`src/rtl/lsu_pkg.sv`:
```
// Shared definitions for the load/store memory port: op encodings, FSM states
// and request legality checks.
package lsu_pkg;

    localparam logic [2:0] LSU_LB  = 3'b000;
    localparam logic [2:0] LSU_LH  = 3'b001;
    localparam logic [2:0] LSU_LW  = 3'b010;
    localparam logic [2:0] LSU_LBU = 3'b100;
    localparam logic [2:0] LSU_LHU = 3'b101;

    typedef enum logic [1:0] {
        S_IDLE,
        S_ISSUE,
        S_WAIT,
        S_RESP
    } lsu_state_e;

    function automatic logic lsu_op_illegal(input logic [2:0] op);
        return !(op inside {LSU_LB, LSU_LH, LSU_LW, LSU_LBU, LSU_LHU});
    endfunction

    // op[1:0] is the access size: 00 byte, 01 half, 10 word.
    function automatic logic lsu_misaligned(input logic [2:0] op, input logic [1:0] off);
        return ((op[1:0] == 2'b01) && off[0]) || ((op[1:0] == 2'b10) && (off != 2'b00));
    endfunction

endpackage

```
`src/rtl/lsu_mem_port_lane.sv`:
```
// Byte-lane steering: store strobe/data placement and load extract/extend.
// Purely combinational so it can be reused and unit-tested on its own.
module lsu_lane
    import lsu_pkg::*;
(
    input  logic [2:0]  i_op,
    input  logic [1:0]  i_off,
    input  logic [31:0] i_wdata,
    input  logic [31:0] i_rdata,
    output logic [3:0]  o_wstrb,
    output logic [31:0] o_wdata,
    output logic [31:0] o_rdata
);

    logic [4:0]  w_shamt;
    logic [31:0] w_lane;
    logic        w_sext;

    assign w_shamt = {i_off, 3'b000};
    assign w_lane  = i_rdata >> w_shamt;
    assign w_sext  = ~i_op[2];

    always_comb begin
        // NOTE: every output gets a default before the case, so no path can infer a latch.
        o_wstrb = '0;
        o_wdata = '0;
        o_rdata = '0;
        case (i_op[1:0])
            2'b00: begin
                o_wstrb = 4'b0001 << i_off;
                o_wdata = {24'b0, i_wdata[7:0]} << w_shamt;
                o_rdata = {{24{w_sext & w_lane[7]}}, w_lane[7:0]};
            end
            2'b01: begin
                o_wstrb = 4'b0011 << i_off;
                o_wdata = {16'b0, i_wdata[15:0]} << w_shamt;
                o_rdata = {{16{w_sext & w_lane[15]}}, w_lane[15:0]};
            end
            default: begin
                o_wstrb = 4'b1111;
                o_wdata = i_wdata;
                o_rdata = i_rdata;
            end
        endcase
    end

endmodule

```
`src/rtl/lsu_mem_port.sv`:
```
// Load/store initiator: one request at a time, word-aligned bus transaction,
// local fault on misalignment/illegal op, response timeout against a hung memory.
module lsu_mem_port
    import lsu_pkg::*;
#(
    parameter int unsigned TIMEOUT = 255
) (
    input  logic        clk,
    input  logic        rst,
    input  logic        req_valid,
    output logic        req_ready,
    input  logic        req_we,
    input  logic [2:0]  req_op,
    input  logic [31:0] req_addr,
    input  logic [31:0] req_wdata,
    output logic        resp_valid,
    output logic [31:0] resp_rdata,
    output logic        resp_err,
    output logic        mem_valid,
    input  logic        mem_ready,
    output logic [31:0] mem_addr,
    output logic        mem_we,
    output logic [3:0]  mem_wstrb,
    output logic [31:0] mem_wdata,
    input  logic        mem_rvalid,
    input  logic [31:0] mem_rdata
);

    lsu_state_e  r_state;
    lsu_state_e  w_next;
    logic        r_we;
    logic [2:0]  r_op;
    logic [31:0] r_addr;
    logic [31:0] r_wdata;
    logic [15:0] r_cnt;
    logic [31:0] r_resp_rdata;
    logic        r_resp_err;

    logic        w_fault;
    logic        w_timeout;
    logic        w_store;
    logic [3:0]  w_wstrb;
    logic [31:0] w_wdata_sh;
    logic [31:0] w_rdata_ext;

    assign w_fault   = lsu_op_illegal(req_op) | lsu_misaligned(req_op, req_addr[1:0]);
    // Fires on the cycle whose increment would bring the count to TIMEOUT.
    assign w_timeout = (({1'b0, r_cnt} + 17'd1) == 17'(TIMEOUT));

    lsu_lane u_lane (
        .i_op    (r_op),
        .i_off   (r_addr[1:0]),
        .i_wdata (r_wdata),
        .i_rdata (mem_rdata),
        .o_wstrb (w_wstrb),
        .o_wdata (w_wdata_sh),
        .o_rdata (w_rdata_ext)
    );

    always_ff @(posedge clk or posedge rst) begin
        if (rst) r_state <= S_IDLE;
        else     r_state <= w_next;
    end

    always_comb begin
        w_next = r_state;
        case (r_state)
            S_IDLE:  if (req_valid) w_next = w_fault ? S_RESP : S_ISSUE;
            S_ISSUE: if (w_timeout) w_next = S_RESP;
                     else if (mem_ready) w_next = S_WAIT;
            S_WAIT:  if (mem_rvalid || w_timeout) w_next = S_RESP;
            default: w_next = S_IDLE;
        endcase
    end

    assign req_ready  = (r_state == S_IDLE);
    assign resp_valid = (r_state == S_RESP);
    assign resp_rdata = r_resp_rdata;
    assign resp_err   = r_resp_err;
    assign mem_valid  = (r_state == S_ISSUE);
    assign w_store    = mem_valid & r_we;
    assign mem_addr   = mem_valid ? {r_addr[31:2], 2'b00} : '0;
    assign mem_we     = w_store;
    assign mem_wstrb  = w_store ? w_wstrb : '0;
    assign mem_wdata  = w_store ? w_wdata_sh : '0;

    // NOTE: all sequential state uses non-blocking assignments so every register samples pre-edge values.
    always_ff @(posedge clk or posedge rst) begin
        if (rst) begin
            r_we         <= 1'b0;
            r_op         <= '0;
            r_addr       <= '0;
            r_wdata      <= '0;
            r_cnt        <= '0;
            r_resp_rdata <= '0;
            r_resp_err   <= 1'b0;
        end else begin
            if (req_ready && req_valid) begin
                r_we    <= req_we;
                r_op    <= req_op;
                r_addr  <= req_addr;
                r_wdata <= req_wdata;
                r_cnt   <= '0;
            end else if (r_state inside {S_ISSUE, S_WAIT}) begin
                r_cnt <= r_cnt + 16'd1;
            end

            // Response fields are zero except in the single RESP cycle.
            r_resp_rdata <= '0;
            r_resp_err   <= 1'b0;
            case (r_state)
                S_IDLE:  if (req_valid && w_fault) r_resp_err <= 1'b1;
                S_ISSUE: if (w_timeout) r_resp_err <= 1'b1;
                S_WAIT: begin
                    if (mem_rvalid)     r_resp_rdata <= r_we ? '0 : w_rdata_ext;
                    else if (w_timeout) r_resp_err   <= 1'b1;
                end
                default: ;
            endcase
        end
    end

endmodule

```
`config.mk`:
```
export PLATFORM = sky130hd
export DESIGN_NAME = lsu_mem_port
export DESIGN_NICKNAME = d
export VERILOG_FILES = /design/src/rtl/lsu_pkg.sv /design/src/rtl/lsu_mem_port_lane.sv /design/src/rtl/lsu_mem_port.sv
export SDC_FILE = /design/constraint.sdc
export NUM_CORES = 1
export LEC_CHECK = 0
export CORE_ASPECT_RATIO = 1.2
export CORE_MARGIN = 2
export CORE_UTILIZATION = 42
export CTS_CLUSTER_DIAMETER = 150
export CTS_CLUSTER_SIZE = 14
export DETAILED_ROUTE_END_ITERATION = 10
export MAX_ROUTING_LAYER = met4
export PLACE_DENSITY = 0.78
export SETUP_SLACK_MARGIN = 0.5
export SKIP_LAST_GASP = 1
export SLEW_MARGIN = 20
export SYNTH_ARGS = -nofsm -noshare
export SYNTH_HDL_FRONTEND = slang
export SYNTH_SLANG_ARGS = --single-unit
```
`constraint.sdc`:
```
create_clock -name clk -period 4.3 [get_ports clk]
set_input_delay 1.29 -clock clk [delete_from_list [all_inputs] [get_ports clk]]
set_output_delay 1.29 -clock clk [all_outputs]
set_load 0.01 [all_outputs]
```
==> results.cfg, run 1 <==
[grt]
use_met3_pct = 6.47
grt.busiest_layer = met2
grt-ovfl-total = 0
grt_pass1_vias = 5425
grt_max_degree = 72
grt_pass1_wl_mm = 27.6
grtUsageTotal_pct = 23.2
use_met2_pct = 38.1
grt_use_met1_pct = 27.1
antenna_found_initial = 0

[finish]
fill_cells = 1181
drive_gt1_share_pct = 15.8
final_area_um2 = 9120
mostFrequentLayoutCell = clkdlybuf4s50_1
layout-area-overhead-vs-synth_pct = 46.2
final_cell_mix = clkdlybuf4s50_1, dfrtp_1, mux2_2
post-route-util_pct = 63.0
diodes = 0
final_cells = 1034
fin_nets = 932

[clock_network]
cts.sinks = 119
cts_buffer_depth = 2
clk_pin_slew_ns = 0.05
clk-insertion-delay-late_ns = 0.42
cts-root-buf = clkbuf_16
cts-buffers-inserted = 17
htreeDepth = 4
cts_tree = yes

[routing]
route.antenna.remaining_nets = 0
viasPerCell = 5.33
wl_per_cell_um = 17.4
drc = 0
drt-initial-drc-count = 433
wl_mm = 18.0
first_pass_iters = 6
vias = 5512

[die]
num_rows = 48
die-height_um = 138
pin_count = 210
core_area_um2 = 14500
dieArea_um2 = 15900
start_util_pct = 43.1
fp.dieW_um = 115

[placed_design]
dp.cells = 1000
gp_congestion = 0.895
place_area_um2 = 8460
hpwlAfterDp_mm = 12.9
port_buffers = 207

[yosys]
yosys_most_used_dff = dfrtp_1
async_flop_share_pct = 100
ys_seq_elements = 119
syn_area_um2 = 6240
synth_cell_types = 54
netlist_instances = 628
yosysSeqAreaShare_pct = 47.7
avgSynthCellArea_um2 = 9.94
ys_warn_count = 0
synth-edff-count = 0

[critical_path]
critPathTopFamily = buffers and inverters
cp_slowest_cell = clkdlybuf4s50_1
worst_ep_arrival_time_ns = 2.41
cp-end-kind = primary output
slowest_delay_ns = 0.58
start_kind = register
required_ns = 3.01
crit_buf_inv = 2
path_cells = inv_1 > o21ai_0 > nor2_1 > clkdlybuf4s50_1
worstPathMaxFanout = 21
crit_type = register to primary output

[sta]
fin_crit_sh_pct = 86.2
skew_ns = 0.00753
slew_headroom_pct = 37.6
finalHoldViolCount = 0
setup_violations = 0
max_freq_mhz = 270
drv_slew = 0
tightest_slew_ns = 0.936
setup_tns_ns = 0
rsz0062_at_grt = true
fin_crit_ns = 3.70

[outcome]
outcome = completed

[pwr]
pwr_density_cell_nw_per_um2 = 645
peakVddDrop_mv = 0.356
totalPowerFinal_mw = 5.88
leakage_nw = 3.84

[worst_hold_path]
hold_class = register to register

[run]
cap_violations = 0
per-layer routing:
metal | vias up | routed length (um)
li1 | 2563 | -
met1 | 2656 | 7160
met2 | 258 | 9180
met3 | 35 | 1290
met4 | 0 | 378
met5 | - | 0
worst register-to-register path: cells and delay by family (launching register included):
| kind | cells | cell delay [ns] |
|---|---|---|
| simple gates | 3 | 0.94 |
| compound gates | 3 | 0.55 |
| flops | 1 | 0.43 |
| fa+ha+maj | 1 | 0.28 |
final cells by class:
class | instances | area [um2] | share of cell area (%)
Timing Repair Buffer | 222 | 2210 | 24.2
Sequential cell | 119 | 2980 | 32.7
Clock inverter | 13 | 180 | 1.98
Inverter | 29 | 113 | 1.23
Tap cell | 200 | 250 | 2.74
Clock buffer | 19 | 433 | 4.75
Multi-Input combinational cell | 432 | 2950 | 32.4
where the power goes:
part,switching [mW],internal (mW),total [mW]
Combinational,1.26,1.29,2.56
Clock,0.510,0.965,1.47
Sequential,0.320,1.53,1.85
cell usage after synthesis (all sizes together), types with 2 or more instances:
library cell	number	area [um2]
nor2	50	188
nand4	10	68.8
nand2b	2	12.5
a21oi	40	200
and4	2	17.5
mux2	67	754
nor4	2	18.8
and3	5	31.3
dfrtp	119	2980
xnor2	8	70.1
a22oi	18	135
nor2b	9	56.3
nand3	7	40.0
nor3	7	40.0
or3	3	18.8
a221o	8	80.1
inv	29	109
xor2	10	87.6
mux2i	6	60.1
and2	44	275
clkbuf	26	97.6
nand2	47	176
o21ai	47	243
a222oi	4	40.0
buf	23	126
o211ai	9	67.6
o21bai	2	15.0
ha	6	75.1
or2	2	12.5
stage by stage:
step	worst slack, ns	hold slack [ns]
after floorplan	1.51	0.473
after global placement	0.948	0.482
after detailed placement	0.881	0.489
after CTS	0.482	0.502
after global routing	0.483	0.515
final	0.595	0.498
cells by family after synthesis:
family,count (synthesis),share of synthesized area (%)
AND/OR/NAND/NOR,192,15.6
other,1,0.0601
flip-flops,119,47.7
XOR/XNOR,18,2.53
multiplexers,73,13.1
AO/OA/AOI/OAI,141,14.5
buffers and inverters,78,5.33
adder cells (fa/ha/maj),6,1.20
flip-flops by register name, indices dropped and copies added, names as in the netlist:
register    cells
r_cnt          16
r_addr         32
r_we            1
r_state         2
resp_err        1
r_op            3
resp_rdata     32
r_wdata        32
worst paths after layout:
path                       startpoint        endpoint  slack (ns)  depth (start not counted)
min reg2reg                r_addr[29]      r_addr[29]        0.50                          1
min in group asynchronous         rst   resp_rdata[9]        1.39                          2
min                        r_addr[29]      r_addr[29]        0.50                          1
max                           r_op[1]   mem_wdata[16]        0.60                          4
max in group asynchronous         rst  resp_rdata[23]        2.03                          3
max reg2reg                  r_cnt[0]      r_state[0]        1.99                          7
repair_timing:
item | in CTS | in global routing
gates resized for setup | 7 | 11
buffers inserted | 0 | 2
setup endpoints to repair | 18 | 31
hold buffers | 0 | 0
hold endpoints to repair | 0 | 0
(Power assumes the default switching activity.)
==> run 2, diff against run 1 <==
--- a/config.mk
+++ b/config.mk
@@ -19,3 +19,4 @@
 export SYNTH_ARGS = -nofsm -noshare
 export SYNTH_HDL_FRONTEND = slang
 export SYNTH_SLANG_ARGS = --single-unit
+export TNS_END_PERCENT = 5
==> run 2 against run 1 <==
Non-clock buffer count shrank 1. Combinational power hardly changed. First-iteration DRC count increased by 7.2%. Critical path type unchanged. Largest power group unchanged. Fmax fell by 0.99%. Die area unchanged. Final cell count about the same. Critical path depth stayed put. Global-route usage about the same. Routed wire length fell by 0.11%. Cell area fell by 0.21%. Via count hardly changed.
==> results.cfg, run 2 (synthesis gave the netlist of run 1 again) <==
[critical_path]
start_kind = register
crit_type = register to primary output
slowest_delay_ns = 0.57
worstPathMaxFanout = 21
path_cells = inv_1 > o21ai_0 > nor2_1 > clkdlybuf4s50_1
cp_slowest_cell = dfrtp_4
worst_ep_arrival_time_ns = 2.45
required_ns = 3.01
cp-end-kind = primary output

[clock_network]
cts.sinks = 119
cts_tree = yes
cts_buffer_depth = 2
htreeDepth = 4
hold_buffers = 0
clk_pin_slew_ns = 0.05
cts-buffers-inserted = 17
clk-insertion-delay-late_ns = 0.42
cts-root-buf = clkbuf_16

[sta]
rsz0062_at_grt = true
skew_ns = 0.00919
fin_crit_sh_pct = 87.0
tightest_slew_ns = 0.931
finalHoldViolCount = 0
slew_headroom_pct = 37.9
drv_slew = 0
max_freq_mhz = 267
fin_crit_ns = 3.74
setup_tns_ns = 0
setup_ws_ns = 0.558
fin_hold_ws_ns = 0.497
setup_violations = 0

[die]
dieArea_um2 = 15900
core_area_um2 = 14500
die-height_um = 138
pin_count = 210
start_util_pct = 43.1
fp.dieW_um = 115
num_rows = 48

[finish]
final_cell_mix = clkdlybuf4s50_1, dfrtp_1, mux2_2
diodes = 0
mostFrequentLayoutCell = clkdlybuf4s50_1
layout-area-overhead-vs-synth_pct = 45.9
fin_nets = 931
drive_gt1_share_pct = 15.6

[grt]
grt-ovfl-total = 0
grt_pass1_vias = 5428
grt_pass1_wl_mm = 27.6
grt_max_degree = 72
grtUsageTotal_pct = 23.2
antenna_found_initial = 0

[pwr]
power_frac_seq_pct = 31.7
combPwrFrac_pct = 43.2
peakVddDrop_mv = 0.356
sw_frac_of_total_pct = 35.6
clock_power_share_pct = 25.2
p_int_mw = 3.77
leakage_nw = 3.80
p_switching_mw = 2.09
pwr_density_cell_nw_per_um2 = 644

[routing]
route.antenna.remaining_nets = 0
first_pass_iters = 5
drt-initial-drc-count = 464
wl_mm = 18.0
viasPerCell = 5.34
vias = 5515
wl_per_cell_um = 17.4
drc = 0

[outcome]
outcome = completed

[placed_design]
port_buffers = 207
hpwlAfterDp_mm = 12.9
preCtsSetupSlack_ns = 0.881
gp_congestion = 0.895

[run]
cap_violations = 0

[worst_hold_path]
hold_class = register to register
==> run 2: cell count changes in the layout (fill, tap and decap cells not counted) <==
cell | previous run | this run
clkdlybuf4s50_1 | 205 | 207
dlymetal6s2s_1 | 2 | 0
and2_2 | 0 | 1
and2_4 | 2 | 1
buf_6 | 2 | 1
dfrtp_1 | 117 | 118
dfrtp_2 | 1 | 0
==> run 2: area by class of cell <==
type	instances	area, um2
fill	1178	5370
clock buffer	19	433
tap	200	250
clock inverter	13	180
multi-input combinational	432	2950
inverter	29	113
sequential	119	2980
timing repair buffer	221	2190
==> run 2: through the flow <==
| stage | cells | total power [mW] | utilization [%] | area [um2] |
|---|---|---|---|---|
| after floorplan | 629 | 3.35 | - | 6250 |
| after detailed placement | 1000 | 4.33 | 58.5 | 8460 |
| after CTS | 1032 | 5.85 | 62.7 | 9080 |
| after global routing | 1033 | 6.23 | 62.9 | 9100 |
| after global placement | 1000 | 4.25 | 58.5 | 8460 |
| final | 1033 | 5.86 | 62.9 | 9100 |
==> run 2: what timing repair did <==
action                                  4_1_cts  5_1_grt
gates resized for setup                       2       11
buffers inserted                              0        1
endpoints found under the setup margin       18       33
pin swaps                                     0        0
endpoints found under the hold margin         0        0
==> run 2: layer usage <==
layer | track usage (%) | wire length (um)
met1 | 27.2 | 7070
met2 | 37.9 | 9130
met3 | 6.51 | 1360
met4 | 9.24 | 423
met5 | - | 0
==> run 2: final timing paths <==
check / startpoint / end / slack, ns / depth (start not counted)
setup / recovery: r_op[1] / mem_wdata[16] / 0.56 / 4
hold / removal: r_wdata[17] / r_wdata[17] / 0.50 / 1
setup reg to reg: r_cnt[0] / r_state[0] / 1.99 / 7
hold reg to reg: r_wdata[17] / r_wdata[17] / 0.50 / 1
max in group asynchronous: rst / resp_rdata[23] / 2.04 / 3
min in group asynchronous: rst / resp_rdata[9] / 1.38 / 2
==> run 2: critical path: cells and delay by family (launching register included) <==
kind,cells,cell delay [ns]
buf+inv,2,1.12
compound gates,1,0.15
simple gates,1,0.19
flops,1,0.57
==> run 2: power groups by stage <==
| stage | Combinational [mW] | Sequential, mW | Clock [mW] |
|---|---|---|---|
| floorplan | 1.63 | 1.73 | 0 |
| global placement | 2.40 | 1.85 | 0 |
| detailed placement | 2.46 | 1.87 | 0 |
| CTS | 2.49 | 1.86 | 1.50 |
| global route | 2.76 | 1.91 | 1.56 |
| finish | 2.53 | 1.86 | 1.48 |
==> run 3, diff against run 2 <==
--- a/config.mk
+++ b/config.mk
@@ -6,13 +6,12 @@
 export NUM_CORES = 1
 export LEC_CHECK = 0
 export CORE_ASPECT_RATIO = 1.2
-export CORE_MARGIN = 2
 export CORE_UTILIZATION = 42
 export CTS_CLUSTER_DIAMETER = 150
 export CTS_CLUSTER_SIZE = 14
 export DETAILED_ROUTE_END_ITERATION = 10
 export MAX_ROUTING_LAYER = met4
-export PLACE_DENSITY = 0.78
+export PLACE_DENSITY = 0.75
 export SETUP_SLACK_MARGIN = 0.5
 export SKIP_LAST_GASP = 1
 export SLEW_MARGIN = 20
==> constraint.sdc (replaced) <==
create_clock -name clk -period 4.4 [get_ports clk]
set_input_delay 1.32 -clock clk [delete_from_list [all_inputs] [get_ports clk]]
set_output_delay 1.32 -clock clk [all_outputs]
set_load 0.01 [all_outputs]
==> run 3 against run 2 <==
Final cell count is 0.39% lower. Highest routed layer unchanged. Critical endpoint is now mem_wdata[19]. Critical path depth is 2 higher. Combinational power is 5% lower. Sequential power hardly changed. Hold slack worse by 0.0027 ns.
==> results.cfg, run 3 (synthesis gave the netlist of run 1 again) <==
[outcome]
outcome = completed

[critical_path]
start_kind = register
crit_start = r_addr[1]
path_cells = nor2b_1 > buf_4 > a221o_1 > o21ai_0 > nor2_1 > clkdlybuf4s50_1
crit_type = register to primary output
cp-end-kind = primary output
reg2reg_from = r_addr[0]
cp_slowest_cell = dfrtp_1
required_ns = 3.08
slowest_delay_ns = 0.75
crit_buf_inv = 2
critPathTopFamily = buffers and inverters
worst_ep_arrival_time_ns = 2.55
worstPathMaxFanout = 20

[pwr]
leakage_nw = 3.78
peakVddDrop_mv = 0.383
pwr_density_cell_nw_per_um2 = 619

[finish]
layout-area-overhead-vs-synth_pct = 44.8
drive_gt1_share_pct = 15.1
mostFrequentLayoutCell = clkdlybuf4s50_1
final_cell_mix = clkdlybuf4s50_1, dfrtp_1, mux2_2
final_cells = 1029
fin_nets = 927

[worst_hold_path]
hp-start = r_addr[27]
hold_class = register to register

[routing]
met1_length_mm = 7.10
drt-initial-drc-count = 351
vias = 5533
top_layer_used = met4
wl_per_cell_um = 17.1
drc = 0
wl_mm = 17.6
wl_met3_mm = 1.10
viasPerCell = 5.38
dr_wl_met2_mm = 8.79
first_pass_iters = 7
route.antenna.remaining_nets = 0

[die]
start_util_pct = 43.1
fp.dieW_um = 113
pin_count = 210
dieArea_um2 = 15400
num_rows = 48
core_area_um2 = 14500
die-height_um = 136

[clock_network]
cts_tree = yes
cts.sinks = 119
cts_buffer_depth = 2
cts-buffers-inserted = 17
clk-insertion-delay-late_ns = 0.42
htreeDepth = 4
clk_pin_slew_ns = 0.05
post_cts_buffers = 0
cts-root-buf = clkbuf_16

[placed_design]
hpwlAfterDp_mm = 12.9
gp_congestion = 0.947
preCtsSetupSlack_ns = 0.734
port_buffers = 207
dp.cells = 997

[sta]
tightest_slew_ns = 0.976
setup_violations = 0
fin_crit_ns = 3.87
setup_tns_ns = 0
rsz0062_at_grt = true
setup_ws_ns = 0.531
drv_slew = 0
skew_ns = 0.00616
finalHoldViolCount = 0
max_freq_mhz = 258
fin_crit_sh_pct = 87.9
slew_headroom_pct = 34.9

[grt]
grt_pass1_wl_mm = 27.9
grt-ovfl-total = 0
grt_pass1_vias = 5538
grtUsageTotal_pct = 24.2
antenna_found_initial = 1
grt_max_degree = 85

[run]
cap_violations = 0
run 3: area by class of cell:
cell class                      count  area, um2
Fill cell                        1145       5440
Sequential cell                   119       2980
Multi-Input combinational cell    432       2950
Timing Repair Buffer              217       2160
Clock buffer                       23        488
Tap cell                          200        250
Inverter                           29        113
Clock inverter                      8       96.3
Antenna cell                        1       2.50
run 3: worst paths after layout:
path / endpoint / slack (ns) / depth (start not counted)
worst max-delay path: mem_wdata[19] / 0.53 / 6
worst min-delay path: r_addr[27] / 0.49 / 1
worst max register to register: resp_rdata[22] / 1.79 / 7
worst min register to register: r_addr[27] / 0.49 / 1
max in group asynchronous: r_addr[0] / 2.67 / 3
min in group asynchronous: resp_rdata[2] / 1.38 / 3
run 3: timing repair:
| item | in CTS | in global routing |
|---|---|---|
| hold endpoints to repair | 0 | 0 |
| gates cloned | 0 | 0 |
| resized for setup | 1 | 5 |
| setup endpoints to repair | 32 | 35 |
| hold buffers | 0 | 0 |
run 3: routing by layer:
layer  track usage (%)  vias up
met3              5.01       38
li1                  -     2566
met5                 -        -
met2              39.8      262
met4              11.6        0
met1              28.3     2667
run 3: power breakdown:
part | switching, mW | internal (mW) | total [mW] | leakage (nW)
sequential | 0.339 | 1.49 | 1.83 | 1.50
combinational | 1.17 | 1.23 | 2.40 | 1.99
clock | 0.477 | 0.885 | 1.36 | 0.289
run 3: stage by stage:
stage               area, um2  hold WS, ns  utilization, %  power (mW)
floorplan                6250        0.473               -        3.28
global placement         8440        0.481            58.3        4.15
detailed placement       8440        0.488            58.3        4.22
CTS                      9020        0.500            62.3        5.61
global route             9040        0.515            62.4        5.95
finish                   9040        0.495            62.4        5.59
